--- config.mk ---
export PLATFORM = sky130hd
export DESIGN_NAME = ddr_access_arbiter
export DESIGN_NICKNAME = d
export VERILOG_FILES = /design/src/rtl/ddr_access_arbiter.sv
export SDC_FILE = /design/constraint.sdc
export NUM_CORES = 1
export LEC_CHECK = 0
export ABC_AREA = 1
export CORE_MARGIN = 3
export CORE_UTILIZATION = 44
export DETAILED_ROUTE_END_ITERATION = 6
export HOLD_SLACK_MARGIN = 0.05
export PLACE_DENSITY = 0.86
export SLEW_MARGIN = 20
export SYNTH_ARGS = -nofsm -noshare
export SYNTH_HDL_FRONTEND = slang
export SYNTH_SLANG_ARGS = --single-unit
--- constraint.sdc ---
create_clock -name clk133_p -period 4.3 [get_ports clk133_p]
set_input_delay 0.645 -clock clk133_p [delete_from_list [all_inputs] [get_ports clk133_p]]
set_output_delay 0.645 -clock clk133_p [all_outputs]
set_load 0.005 [all_outputs]
--- src/rtl/ddr_access_arbiter.sv ---
// Arbitrates the single DDR controller command port between display reads,
// drawing writes and periodic auto-refresh, one command in flight at a time.
module ddr_access_arbiter #(
    parameter int ADDR_W           = 24,
    parameter int DATA_W           = 32,
    parameter int REFRESH_INTERVAL = 1000,
    parameter int MAX_OWED         = 8,
    parameter int MAX_RD_STREAK    = 4
) (
    input  logic                              clk133_p,
    input  logic                              rst,
    input  logic                              ddrInitDone,
    // Requesters: req is a level held until its ack; the ack is the accept.
    input  logic                              rdReq,
    input  logic [ADDR_W-1:0]                 rdAddr,
    output logic                              rdAck,
    output logic [DATA_W-1:0]                 rdData,
    output logic                              rdDataValid,
    input  logic                              wrReq,
    input  logic [ADDR_W-1:0]                 wrAddr,
    input  logic [DATA_W-1:0]                 wrData,
    output logic                              wrAck,
    // Controller: a command transfers on a cycle with cmdValid && cmdReady;
    // cmdOp/cmdAddr/cmdData hold steady while cmdValid waits for cmdReady.
    output logic                              cmdValid,
    input  logic                              cmdReady,
    output logic [1:0]                        cmdOp,
    output logic [ADDR_W-1:0]                 cmdAddr,
    output logic [DATA_W-1:0]                 cmdData,
    input  logic                              cmdDone,
    input  logic [DATA_W-1:0]                 ddrReadData,
    input  logic                              ddrReadValid,
    output logic                              refreshOverflow,
    // Debug view: state 0 INIT, 1 IDLE, 2 ISSUE, 3 WAIT; refresh credits owed.
    output logic [1:0]                        dbgState,
    output logic [$clog2(MAX_OWED+1)-1:0]     dbgOwed
);

    localparam int OWED_W   = $clog2(MAX_OWED + 1);
    localparam int STREAK_W = $clog2(MAX_RD_STREAK + 1);
    localparam int CNT_W    = $clog2(REFRESH_INTERVAL);

    localparam logic [OWED_W-1:0]   OWED_MAX   = OWED_W'(MAX_OWED);
    localparam logic [STREAK_W-1:0] STREAK_MAX = STREAK_W'(MAX_RD_STREAK);
    localparam logic [CNT_W-1:0]    CNT_RELOAD = CNT_W'(REFRESH_INTERVAL - 1);

    localparam logic [1:0] ST_INIT  = 2'd0;
    localparam logic [1:0] ST_IDLE  = 2'd1;
    localparam logic [1:0] ST_ISSUE = 2'd2;
    localparam logic [1:0] ST_WAIT  = 2'd3;

    localparam logic [1:0] OP_READ    = 2'b00;
    localparam logic [1:0] OP_WRITE   = 2'b01;
    localparam logic [1:0] OP_REFRESH = 2'b10;

    logic [1:0]          state_q, state_d;
    logic [OWED_W-1:0]   owed_q, owed_d;
    logic [STREAK_W-1:0] streak_q, streak_d;
    logic [CNT_W-1:0]    cnt_q, cnt_d;
    logic                ovf_q, ovf_d;
    logic                cmd_valid_q, cmd_valid_d;
    logic [1:0]          cmd_op_q, cmd_op_d;
    logic [ADDR_W-1:0]   cmd_addr_q, cmd_addr_d;
    logic [DATA_W-1:0]   cmd_data_q, cmd_data_d;
    logic [DATA_W-1:0]   rd_data_q;
    logic                rd_valid_q;

    logic accept, acc_rd, acc_wr, acc_ref, expire;

    // Losing ddrInitDone aborts an offered command, so it also blocks the accept.
    assign accept  = cmd_valid_q && cmdReady && ddrInitDone;
    assign acc_rd  = accept && (cmd_op_q == OP_READ);
    assign acc_wr  = accept && (cmd_op_q == OP_WRITE);
    assign acc_ref = accept && (cmd_op_q == OP_REFRESH);
    assign expire  = (state_q != ST_INIT) && (cnt_q == '0);

    always_comb begin
        cnt_d = cnt_q - 1'b1;
        if (state_q == ST_INIT || expire) begin
            cnt_d = CNT_RELOAD;
        end
    end

    always_comb begin
        owed_d = owed_q;
        ovf_d  = ovf_q;
        if (expire && !acc_ref) begin
            if (owed_q == OWED_MAX) begin
                ovf_d = 1'b1;
            end else begin
                owed_d = owed_q + 1'b1;
            end
        end else if (acc_ref && !expire) begin
            owed_d = owed_q - 1'b1;
        end
    end

    always_comb begin
        streak_d = streak_q;
        if (!wrReq || acc_wr) begin
            streak_d = '0;
        end else if (acc_rd && (streak_q != STREAK_MAX)) begin
            streak_d = streak_q + 1'b1;
        end
    end

    always_comb begin
        state_d     = state_q;
        cmd_valid_d = cmd_valid_q;
        cmd_op_d    = cmd_op_q;
        cmd_addr_d  = cmd_addr_q;
        cmd_data_d  = cmd_data_q;
        case (state_q)
            ST_INIT: begin
                if (ddrInitDone) begin
                    state_d = ST_IDLE;
                end
            end
            ST_IDLE: begin
                // Refresh first, then a write starved by a read streak, then reads.
                if (owed_q != '0) begin
                    state_d     = ST_ISSUE;
                    cmd_valid_d = 1'b1;
                    cmd_op_d    = OP_REFRESH;
                    cmd_addr_d  = '0;
                    cmd_data_d  = '0;
                end else if (wrReq && (streak_q >= STREAK_MAX)) begin
                    state_d     = ST_ISSUE;
                    cmd_valid_d = 1'b1;
                    cmd_op_d    = OP_WRITE;
                    cmd_addr_d  = wrAddr;
                    cmd_data_d  = wrData;
                end else if (rdReq) begin
                    state_d     = ST_ISSUE;
                    cmd_valid_d = 1'b1;
                    cmd_op_d    = OP_READ;
                    cmd_addr_d  = rdAddr;
                    cmd_data_d  = '0;
                end else if (wrReq) begin
                    state_d     = ST_ISSUE;
                    cmd_valid_d = 1'b1;
                    cmd_op_d    = OP_WRITE;
                    cmd_addr_d  = wrAddr;
                    cmd_data_d  = wrData;
                end
            end
            ST_ISSUE: begin
                if (accept) begin
                    state_d     = ST_WAIT;
                    cmd_valid_d = 1'b0;
                end
            end
            ST_WAIT: begin
                if (cmdDone) begin
                    state_d = ST_IDLE;
                end
            end
            default: state_d = ST_INIT;
        endcase
        if (!ddrInitDone) begin
            state_d     = ST_INIT;
            cmd_valid_d = 1'b0;
        end
    end

    always_ff @(posedge clk133_p or negedge rst) begin
        if (!rst) begin
            state_q     <= ST_INIT;
            owed_q      <= '0;
            streak_q    <= '0;
            cnt_q       <= CNT_RELOAD;
            ovf_q       <= 1'b0;
            cmd_valid_q <= 1'b0;
            cmd_op_q    <= 2'b00;
            cmd_addr_q  <= '0;
            cmd_data_q  <= '0;
            rd_data_q   <= '0;
            rd_valid_q  <= 1'b0;
        end else begin
            state_q     <= state_d;
            owed_q      <= owed_d;
            streak_q    <= streak_d;
            cnt_q       <= cnt_d;
            ovf_q       <= ovf_d;
            cmd_valid_q <= cmd_valid_d;
            cmd_op_q    <= cmd_op_d;
            cmd_addr_q  <= cmd_addr_d;
            cmd_data_q  <= cmd_data_d;
            rd_data_q   <= ddrReadData;
            rd_valid_q  <= ddrReadValid;
        end
    end

    assign rdAck           = acc_rd;
    assign wrAck           = acc_wr;
    assign rdData          = rd_data_q;
    assign rdDataValid     = rd_valid_q;
    assign cmdValid        = cmd_valid_q;
    assign cmdOp           = cmd_op_q;
    assign cmdAddr         = cmd_addr_q;
    assign cmdData         = cmd_data_q;
    assign refreshOverflow = ovf_q;
    assign dbgState        = state_q;
    assign dbgOwed         = owed_q;

endmodule

**Yosys cells after proc, flatten, opt, wreduce, memory -nomap -nowiden**

Index checks and enable logic that the tools add are counted.

- Word-level logic and storage cells: 89
- Bits of input ports: 120
- Bits in registers: 112
- Output and inout bits: 101

- Equality and inequality tests: 12
- Reductions and logical operators: 28
- Mux-type cells: 33
- $add $sub $neg: 4
- Magnitude comparators: 1

Operators with widths:

| operator | number |
|---|---|
| 32-bit two-way mux | 4 |
| 24-bit two-way mux | 4 |
| 2-bit two-way mux | 11 |
| 4-bit two-way mux | 3 |
| 1-bit logical AND | 10 |
| 10-bit logical NOT | 1 |
| 10-bit two-way mux | 1 |
| 10-bit by 1-bit subtractor with 10-bit output (second input constant) | 1 |
| 3-bit != test (second input constant) | 3 |
| 2-bit one-hot mux with 4 select lines | 1 |
| 4-bit nonzero test | 2 |
| 2-bit == test (second input constant) | 3 |
| 1-bit two-way mux | 6 |
| 3-bit two-way mux | 2 |
| 6-bit != test (second input constant) | 1 |
| 2-bit AND reduction | 3 |
| 3-bit AND reduction | 2 |
| 2-bit nonzero test | 3 |
| 4-bit by 1-bit adder with 4-bit output (second input constant) | 1 |
| 2-bit by 1-bit == test with 1-bit output (second input constant) | 2 |
| 4-bit == test (second input constant) | 1 |
| 2-bit logical NOT | 2 |
| 4-bit by 1-bit subtractor with 4-bit output (second input constant) | 1 |
| 3-bit by 1-bit adder with 3-bit output (second input constant) | 1 |
| other kinds (6) | 9 |

**Depth between registers and ports, before layout**

Gate-level depths: netlist of run 1.

- Depth in word-level cells: 7
- Mapped depth: 14
- Mapped depth without buffers: 14

**Least setup slack after synthesis of run 1**

OpenSTA, ideal clock, no wires.

- Path type: input to register
- Start: input cmdReady
- End: register owed_q[3], in the netlist dbgOwed[3]
- Library setup time: 0.117 ns
- Path buffers: 0
- Slack: 2.255 ns
- Arrival: 1.928 ns
- Data required time: 4.183 ns
- Stages on the path: 13
- Cells stage by stage: nand2_1 -> nor2_1 -> nand3_1 -> nand3_1 -> ha_1 -> nand2_1 -> nand2_1 -> a21oi_1 -> inv_1 -> nand2_1 -> nand3_1 -> nand2_1 -> nand2_1

- Longest elaborated chain between the ends: 7
- Elaborated cells between the ends (all ways): 10
- Classes of those cells: eq/ne (1); mux (1); reduce/logical (8)

Ends and longest elaborated chain:

| element | line | RTL |
|---|---|---|
| start, declared | 26 | `input logic cmdReady,` |
| 1-bit logical AND (*) (2 in series) | 71 | `assign accept = cmd_valid_q && cmdReady && ddrInitDone;` |
| 1-bit logical AND (*) | 74 | `assign acc_ref = accept && (cmd_op_q == OP_REFRESH);` |
| 1-bit logical NOT | 87 | `if (expire && !acc_ref) begin` |
| 1-bit logical AND | 87 |  |
| 2-bit != test (no source line) / 2-bit nonzero test (equally long branches) | -- |  |
| 2-bit AND reduction (no source line) | -- |  |
| end signal, assigned | 181 | `owed_q <= owed_d;` |
| end, declared | 57 | `logic [OWED_W-1:0] owed_q, owed_d;` |

Mark *: on every way between the ends. The rest lies on a longest branch, timed or not.
A chain may end at the register's enable or synchronous reset.

**Worst setup path after layout of run 1**

- Start: input ddrInitDone
- End: output wrAck

- Longest elaborated chain between the ends: 2

Ends and longest elaborated chain:

| element | line | RTL |
|---|---|---|
| start, declared | 12 | `input logic ddrInitDone,` |
| 1-bit logical AND | 71 |  |
| 1-bit logical AND | 73 | `assign acc_wr = accept && (cmd_op_q == OP_WRITE);` |
| end, declared | 22 | `output logic wrAck,` |

No other way between the ends.

==> flow_summary_export.csv, run 1 <==
group,metric,value,unit
status,status,"finished clean",
power_and_ir_drop,vdd_drop_max,231,uV
synth,synth_area,4590,sq um
global_route,antenna_found_initial,1,
timing,rsz0062_at_grt,"no",
critical_path,cp_data_arrival_time,2.34,ns
die,die-area,11700,sq um
timing,hold_violations,0,
global_route,grt_pass1_vias,4077,
placed_design,gp_congestion,0.834,
clock_network,cts_tree,"built",
placed_design,numPortBuffers,220,
clock_network,ctsHtreeMaxLevel,3,
final_layout,area_delta_synth_final,54.1,%
timing,min_period,2.98,ns
route,antenna_left,0,
final_layout,fin_nets,797,
critical_path,endpoint_kind,"output pin",
global_route,grt.overflow.total,0,
route,drc,0,
synth,syn_avg_cell_area,10.2,sq um
timing,finalCritPeriodShare,0.693,
synth,synth_top_cell_by_area,"dfrtp_1",
synth,yosys-top-cells-area,"dfrtp_1 (57%), nand2_1 (10%), nand3_1 (5.6%)",
route,vias_per_cell,5.00,
clock_network,cts.clk_slew.worst_paths,0.11,ns
timing,worst_pin_slew,0.918,ns
critical_path,criticalPathCategory,"input port to output pin",
die,core_area,9950,sq um
final_layout,fillers,717,
die,fp.dieH,108,um
timing,fmax,335,MHz
clock_network,clkSinkCount,112,
synth,synth_seq_area_share,0.613,
synth,syn_nets,580,
critical_path,reg2reg_depth,13,
die,initial_core_util,0.461,
synth,synth_top_area_frac,0.567,
clock_network,cts_setup_buffers,0,
placed_design,place_hpwl,9.78,mm
route,drt_first_pass_iters,6,
power_and_ir_drop,power.leakage,0.00330,uW
clock_network,post_cts_resized,0,
die,die_x,108,um
final_layout,multiInputGateArea,1550,sq um
critical_path,worstReg2RegStart,"cnt_q[4]",
clock_network,numCtsBuffers,9,
timing,worst_slack,1.32,ns
clock_network,cts_hold_buf,0,
route,post_drt_wl_per_cell,16.0,um
final_layout,drive_gt1_frac,0.0596,
critical_path,startpoint_type,"input port",
min_path,hp-class,"input port to asynchronous set/reset pin",
route,drt_first_iter_violations,167,
clock_network,clock_latency,0.36,ns
critical_path,r2r_end,"dbgOwed[3]",
die,pin_count,221,
power_and_ir_drop,powerDensity,485,nW/um^2
clock_network,root_buffer,"clkbuf_8",
critical_path,ff2ff_setup_slack,1.91,ns
timing,drv_slew,0,
synth,synth_cells,449,
critical_path,path_max_fanout,4,
final_layout,layout_common_cells,"clkdlybuf4s50_1 (219), nand2_1 (124), dfrtp_1 (104), nand3_1 (51), inv_1 (29)",
flow_run,cap_violations,0,
placed_design,place_ws,1.34,ns
synth,ys_types,31,
die,rows,36,
global_route,grt_first_pass_wirelength,20.2,mm
critical_path,crit_path_start,"ddrInitDone",
timing,tns,0,ns
final_layout,mostFrequentLayoutCell,"clkdlybuf4s50_1",
route,routed_wl,12.9,mm
timing,clock_skew,0.0141,ns
global_route,grt_max_degree,75,
final_layout,n_antenna_cell,0,
final_layout,ff_latch_area,2810,sq um
timing,setup_viol,0,
synth,ys_warn_count,0,
clock_network,clockBufferDepth,2,
global_route,grt_use_total,0.220,
timing,maxSlewHeadroom,0.388,
synth,ys_ff_latch,112,
critical_path,required,3.65,ns
route,vias,4017,
-- through the flow --
| step | std cells | hold slack [ns] | instance area [sq um] | power (uW) | utilization |
|---|---|---|---|---|---|
| after global placement | 788 | 0.438 | 6870 | 2770 | 0.690 |
| final | 804 | 0.407 | 7070 | 3430 | 0.711 |
| after floorplan | 449 | 0.349 | 4590 | 2040 | - |
| after CTS | 804 | 0.427 | 7070 | 3470 | 0.711 |
| after global routing | 804 | 0.460 | 7070 | 3640 | 0.711 |
| after detailed placement | 788 | 0.443 | 6870 | 2830 | 0.690 |
-- layout make-up --
class / count / area share
Timing Repair Buffer: 223 / 0.314
Inverter: 31 / 0.0164
Sequential cell: 112 / 0.398
Multi-Input combinational cell: 289 / 0.220
Clock inverter: 7 / 0.0111
Clock buffer: 9 / 0.0175
Tap cell: 133 / 0.0235
-- worst max-delay path by stage --
stage	endpoint	slack, ns	cells past startpoint
final	wrAck	1.32	6
after global routing	wrAck	1.20	6
after CTS	wrAck	1.35	6
after detailed placement	dbgOwed[3]	1.34	14
after global placement	wrAck	1.37	6
after floorplan	dbgOwed[3]	2.25	13
-- worst max-delay path: stages --
cell	delay, ns
clkdlybuf4s50_1	0.56
inv_2	0.08
nor2_1	0.20
inv_1	0.10
nor3_1	0.21
clkdlybuf4s50_1	0.54
-- per-layer routing --
metal | vias to the layer above | share of wire | GRT usage
li1 | 1885 | - | -
met1 | 1936 | 0.36 | 0.246
met2 | 179 | 0.54 | 0.410
met3 | 15 | 0.084 | 0.0704
met4 | 2 | 0.012 | 0.0469
met5 | - | 0.00085 | 0
-- state kept, by name (all words and copies together) (netlist names) --
signal,flops
streak_q,3
cnt_q,10
dbgState,2
rdData,32
cmdAddr,24
cmdValid,1
cmdData,32
rdDataValid,1
refreshOverflow,1
cmdOp,2
dbgOwed,4
-- logic make-up (layout without fill, tap and decap cells) --
| family | after synthesis | after routing | synth area share |
|---|---|---|---|
| buffers and inverters | 48 | 270 | 0.0491 |
| adder cells (fa/ha/maj) | 11 | 11 | 0.0316 |
| flip-flops | 112 | 112 | 0.613 |
| multiplexers | 24 | 24 | 0.0523 |
| AND/OR/NAND/NOR | 213 | 213 | 0.201 |
| XOR/XNOR | 6 | 6 | 0.0115 |
| AO/OA/AOI/OAI | 35 | 35 | 0.0417 |
-- synthesized netlist by cell type --
cell      count
nor2_2        3
nor4_1        1
or2_1         1
xor2_1        6
buf_4         1
o21bai_1      1
a21oi_1       3
inv_2         2
nand3_1      51
buf_1         3
nor2_1       17
nand4_1       7
dfrtp_1     104
buf_2         9
o21ai_4       1
nor3_1        3
o21ai_0      27
o31ai_1       1
mux2i_1      24
inv_1        29
nand2_1     125
or2_2         1
nor3_2        1
o21ai_1       2
ha_1         10
dfstp_2       8
nor2_4        1
fa_1          1
nand2_2       1
buf_6         4
nand3_2       1
-- power breakdown --
part	total, uW	internal, uW	switching [uW]
Clock	627	236	391
Sequential	1500	1320	178
Combinational	1300	701	604
Total	3430	2260	1170
No activity file was read; power rests on OpenSTA's default activity.
==> run 2: changes to the inputs <==
--- a/config.mk
+++ b/config.mk
@@ -7,10 +7,10 @@
 export LEC_CHECK = 0
 export ABC_AREA = 1
 export CORE_MARGIN = 3
-export CORE_UTILIZATION = 44
+export CORE_UTILIZATION = 37
 export DETAILED_ROUTE_END_ITERATION = 6
 export HOLD_SLACK_MARGIN = 0.05
-export PLACE_DENSITY = 0.86
+export PLACE_DENSITY = 0.77
 export SLEW_MARGIN = 20
 export SYNTH_ARGS = -nofsm -noshare
 export SYNTH_HDL_FRONTEND = slang
==> constraint.sdc (replaced) <==
create_clock -name clk133_p -period 2.6 [get_ports clk133_p]
set_input_delay 0.39 -clock clk133_p [delete_from_list [all_inputs] [get_ports clk133_p]]
set_output_delay 0.39 -clock clk133_p [all_outputs]
set_load 0.005 [all_outputs]
==> run 2 against run 1 <==
  * Register-to-register slack got worse by 1.6 ns
  * Power is 79% higher
  * Cell count up 5.0%
  * Critical path type unchanged
  * Largest cell class unchanged
  * Largest power group unchanged
==> flow_summary_export.csv, run 2 (synthesized netlist as in run 1, its figures left out) <==
group,metric,value,unit
status,status,"finished clean",
die,rows,40,
critical_path,path_max_fanout,4,
route,vias,3991,
placed_design,place_hpwl,10.1,mm
placed_design,numPortBuffers,220,
timing,holdWs,0.465,ns
die,die_x,117,um
global_route,grt_max_degree,65,
placed_design,postPlaceCellArea,6980,sq um
die,die-area,13800,sq um
global_route,grt_use_total,0.200,
clock_network,cts_tree,"built",
timing,hold_violations,0,
final_layout,n_antenna_cell,0,
critical_path,required,2.21,ns
route,vias_per_cell,4.73,
final_layout,multiInputGateArea,1550,sq um
clock_network,ctsHtreeMaxLevel,3,
critical_path,cp_slowest_cell,"clkdlybuf4s50_1",
route,antenna_left,0,
timing,maxSlewHeadroom,0.665,
critical_path,endpoint_kind,"output pin",
power_and_ir_drop,power.leakage,0.00338,uW
clock_network,cts_hold_buf,1,
clock_network,post_cts_resized,0,
route,post_drt_wl_per_cell,15.9,um
die,pin_count,221,
critical_path,startpoint_type,"input port",
power_and_ir_drop,power.total,6150,uW
timing,setup_viol,0,
min_path,hp-class,"input port to asynchronous set/reset pin",
critical_path,crit_path_max_incr_delay,0.55,ns
clock_network,numCtsBuffers,9,
placed_design,gp_congestion,0.861,
flow_run,cap_violations,0,
global_route,grt_first_pass_wirelength,22.0,mm
critical_path,cp_data_arrival_time,2.13,ns
final_layout,drive_gt1_frac,0.0651,
power_and_ir_drop,powerDensity,841,nW/um^2
final_layout,stdcell_area,7310,sq um
timing,drv_slew,0,
timing,clock_skew,0.0117,ns
final_layout,ff_latch_area,2810,sq um
final_layout,fin_util,0.606,
die,initial_core_util,0.380,
route,drt_first_pass_iters,4,
critical_path,criticalPathCategory,"input port to output pin",
timing,finalCritPeriodShare,0.968,
clock_network,clockBufferDepth,2,
final_layout,area_delta_synth_final,59.4,%
final_layout,layout_common_cells,"clkdlybuf4s50_1 (219), nand2_1 (124), dfrtp_1 (104), nand3_1 (51), inv_1 (29)",
global_route,antenna_found_initial,0,
final_layout,mostFrequentLayoutCell,"clkdlybuf4s50_1",
route,routed_wl,13.4,mm
die,fp.dieH,117,um
clock_network,clkSinkCount,112,
global_route,grt.overflow.total,0,
global_route,grt_pass1_vias,4213,
clock_network,cts.clk_slew.worst_paths,0.08,ns
critical_path,path_common_cell,"clkdlybuf4s50_1",
timing,min_period,2.52,ns
timing,worst_pin_slew,0.501,ns
critical_path,ff2ff_setup_slack,0.27,ns
clock_network,cts_setup_buffers,0,
route,drc,0,
timing,tns,0,ns
timing,rsz0062_at_grt,"no",
route,drt_first_iter_violations,209,
clock_network,root_buffer,"clkbuf_16",
power_and_ir_drop,vdd_drop_max,448,uV
final_layout,fin_nets,802,
clock_network,clock_latency,0.35,ns
timing,fmax,397,MHz
die,core_area,12100,sq um
critical_path,path_cells,"clkdlybuf4s50_1 > inv_2 > nor2_1 > inv_1 > nor3_1 > clkdlybuf4s50_1",
final_layout,fillers,977,
run 2: cell types whose count changed in the layout (fill, tap and decap cells not counted), sizes merged:
cell	delta
dlygate4sd3	+1
buf	+4
bufinv	+1
inv	-1
run 2: cell type report:
class / count / share of cell area
multi-input combinational: 289 / 0.212
tap: 168 / 0.0287
clock buffer: 9 / 0.0308
timing repair buffer: 228 / 0.314
inverter: 31 / 0.0159
sequential: 112 / 0.385
clock inverter: 7 / 0.0130
run 2: per-stage QoR:
step                      instances  setup WS [ns]
after floorplan                 449          0.618
after global placement          827          0.127
after detailed placement        827        -0.0674
after CTS                       844         0.0873
after global routing            844         0.0203
final                           844         0.0828
run 2: final timing paths:
path                             start    endpoint  depth (start not counted)
max                        ddrInitDone       wrAck                          6
min                                rst  dbgOwed[1]                          2
max reg2reg                   cnt_q[4]  dbgOwed[3]                         12
min reg2reg                   cnt_q[0]    cnt_q[0]                          1
max in group asynchronous          rst    cnt_q[1]                          3
min in group clk133_p         cnt_q[0]    cnt_q[0]                          1
run 2: power by group:
part           internal (uW)  leakage, uW  switching [uW]  total, uW
logic                   1200      0.00179            1000       2200
registers               2190      0.00143             293       2480
clock network            779     0.000157             687       1470
total                   4170      0.00338            1980       6150
run 2: metal layers:
| metal | global-route usage | up-vias | routed length (um) |
|---|---|---|---|
| li1 | - | 1903 | - |
| met1 | 0.223 | 1912 | 5090 |
| met2 | 0.355 | 158 | 6970 |
| met3 | 0.0704 | 18 | 1110 |
| met4 | 0.0667 | 0 | 214 |
| met5 | 0 | - | 0 |
run 2: worst max-delay path, delay by kind of cell:
family,cells,cell delay (ns)
buffers and inverters,4,1.29
AND/OR/NAND/NOR,2,0.46
==> run 3: changes to the inputs <==
--- a/config.mk
+++ b/config.mk
@@ -6,11 +6,11 @@
 export NUM_CORES = 1
 export LEC_CHECK = 0
 export ABC_AREA = 1
-export CORE_MARGIN = 3
-export CORE_UTILIZATION = 37
+export CORE_MARGIN = 1
+export CORE_UTILIZATION = 30
+export CTS_BUF_LIST = sky130_fd_sc_hd__clkbuf_16
 export DETAILED_ROUTE_END_ITERATION = 6
 export HOLD_SLACK_MARGIN = 0.05
-export PLACE_DENSITY = 0.77
 export SLEW_MARGIN = 20
 export SYNTH_ARGS = -nofsm -noshare
 export SYNTH_HDL_FRONTEND = slang
==> run 3 against run 2 <==
  * The run now ends with DRC left
  * Global-route usage decreased by 3.2 points
  * Combinational power is 3% lower
  * Via count decreased by 1.9%
  * Hold slack lost 0.0085 ns
  * Worst setup slack improved by 0.11 ns
==> flow_summary_export.csv, run 3 (synthesized netlist as in run 1, its figures left out) <==
group,metric,value,unit
route,drt_first_iter_violations,123,
power_and_ir_drop,p_sw,1940,uW
route,drc,7,
timing,tns,0,ns
critical_path,startpoint_type,"input port",
clock_network,clockBufferDepth,2,
global_route,grt.overflow.total,0,
power_and_ir_drop,power.leakage,0.00339,uW
timing,worst_slack,0.193,ns
final_layout,area_delta_synth_final,59.7,%
critical_path,cp_data_arrival_time,2.02,ns
final_layout,mostFrequentLayoutCell,"clkdlybuf4s50_1",
die,core_area,14800,sq um
clock_network,cts.clk_slew.worst_paths,0.08,ns
critical_path,reg2reg_depth,6,
power_and_ir_drop,clockPowerShare,0.228,
power_and_ir_drop,powerDensity,816,nW/um^2
timing,fmax,415,MHz
min_path,hp-class,"input port to flop",
clock_network,root_buffer,"clkbuf_16",
final_layout,layout_common_cells,"clkdlybuf4s50_1 (219), nand2_1 (124), dfrtp_1 (104), nand3_1 (51), inv_1 (29)",
die,die_x,126,um
min_path,min_path_cells,1,
clock_network,clock_latency,0.36,ns
final_layout,drive_gt1_frac,0.0733,
power_and_ir_drop,p_comb_frac,0.358,
global_route,antenna_found_initial,0,
critical_path,endpoint_kind,"output pin",
timing,finalCritPeriodShare,0.926,
power_and_ir_drop,swShare,0.324,
route,routed_wl,12.7,mm
flow_run,cap_violations,0,
final_layout,fin_nets,808,
power_and_ir_drop,vdd_drop_max,377,uV
status,violations,"DRC",
timing,drv_slew,0,
placed_design,place_hpwl,9.62,mm
route,vias,3916,
route,post_drt_wl_per_cell,14.7,um
power_and_ir_drop,p_int,4040,uW
global_route,grt_pass1_vias,4053,
die,die-area,15800,sq um
route,drt_first_pass_iters,6,
status,status,"complete, but fails checks",
placed_design,gp_congestion,0.823,
clock_network,clkSinkCount,112,
timing,hold_violations,0,
timing,setup_viol,0,
final_layout,fin_util,0.497,
timing,worst_pin_slew,0.824,ns
critical_path,required,2.21,ns
placed_design,place_ws,0.00687,ns
clock_network,ctsHtreeMaxLevel,3,
die,rows,44,
clock_network,numCtsBuffers,9,
global_route,grt_max_degree,62,
power_and_ir_drop,seqPwrFrac,0.414,
die,fp.dieH,126,um
route,antenna_left,0,
placed_design,numPortBuffers,220,
timing,clock_skew,0.0113,ns
critical_path,criticalPathCategory,"input port to output pin",
final_layout,final_cells,866,
die,pin_count,221,
timing,maxSlewHeadroom,0.449,
final_layout,n_antenna_cell,0,
route,vias_per_cell,4.52,
global_route,grt_first_pass_wirelength,20.4,mm
placed_design,dp_cells,849,
clock_network,post_cts_resized,0,
die,initial_core_util,0.311,
timing,min_period,2.41,ns
clock_network,cts_tree,"built",
critical_path,path_max_fanout,4,
final_layout,fillers,1407,
timing,rsz0062_at_grt,"no",
global_route,grt_use_total,0.167,
[run 3: cell count changes in the layout (fill, tap and decap cells not counted), sizes merged]
cell,previous run,this run
buf,8,14
bufinv,1,0
clkinv,2,1
clkinvlp,0,2
[run 3: final timing paths]
kind / end / from / slack, ns
worst max-delay path: wrAck / ddrInitDone / 0.19
worst min-delay path: rdData[25] / ddrReadData[25] / 0.46
worst max register to register: cmdAddr[8] / dbgState[1] / 0.38
worst min register to register: cnt_q[0] / cnt_q[0] / 0.46
max in group asynchronous: cnt_q[0] / rst / 1.35
min in group asynchronous: cmdData[6] / rst / 0.53
[run 3: routing by layer]
metal,global-route usage,vias up,share of wire
met5,0,-,0
met4,0.0595,0,0.021
met3,0.0743,17,0.090
met2,0.289,145,0.50
met1,0.182,1838,0.38
li1,-,1916,-
[run 3: area by class of cell]
cell class / count / area [sq um] / share of cell area
Tap cell: 184 / 230 / 0.0314
Clock buffer: 9 / 225 / 0.0307
Clock inverter: 7 / 71.3 / 0.00973
Sequential cell: 112 / 2810 / 0.384
Inverter: 31 / 116 / 0.0159
Timing Repair Buffer: 234 / 2320 / 0.316
Multi-Input combinational cell: 289 / 1550 / 0.212
[run 3: power groups by stage]
stage               clock, uW  sequential [uW]  combinational (uW)
floorplan                   0             2510                 864
global placement            0             2500                2150
detailed placement          0             2510                2180
CTS                      1420             2490                2190
global route             1480             2540                2370
finish                   1360             2480                2140
[run 3: metrics by stage]
stage	total power (uW)	hold slack, ns	cell area, sq um
floorplan	3370	0.0944	4590
global placement	4650	0.361	7020
detailed placement	4690	0.380	7020
CTS	6100	0.445	7330
global route	6400	0.436	7330
finish	5980	0.457	7330
[run 3: repair_timing]
action / 4_1_cts / 5_1_grt
hold buffers: 1 / 0
buffers inserted: 0 / 0
endpoints found under the hold margin: 32 / 0
[run 3: critical path, stage by stage]
cell	delay, ns
clkdlybuf4s50_1	0.54
inv_2	0.07
nor2_1	0.14
inv_1	0.08
nor3_1	0.23
clkdlybuf4s50_1	0.56
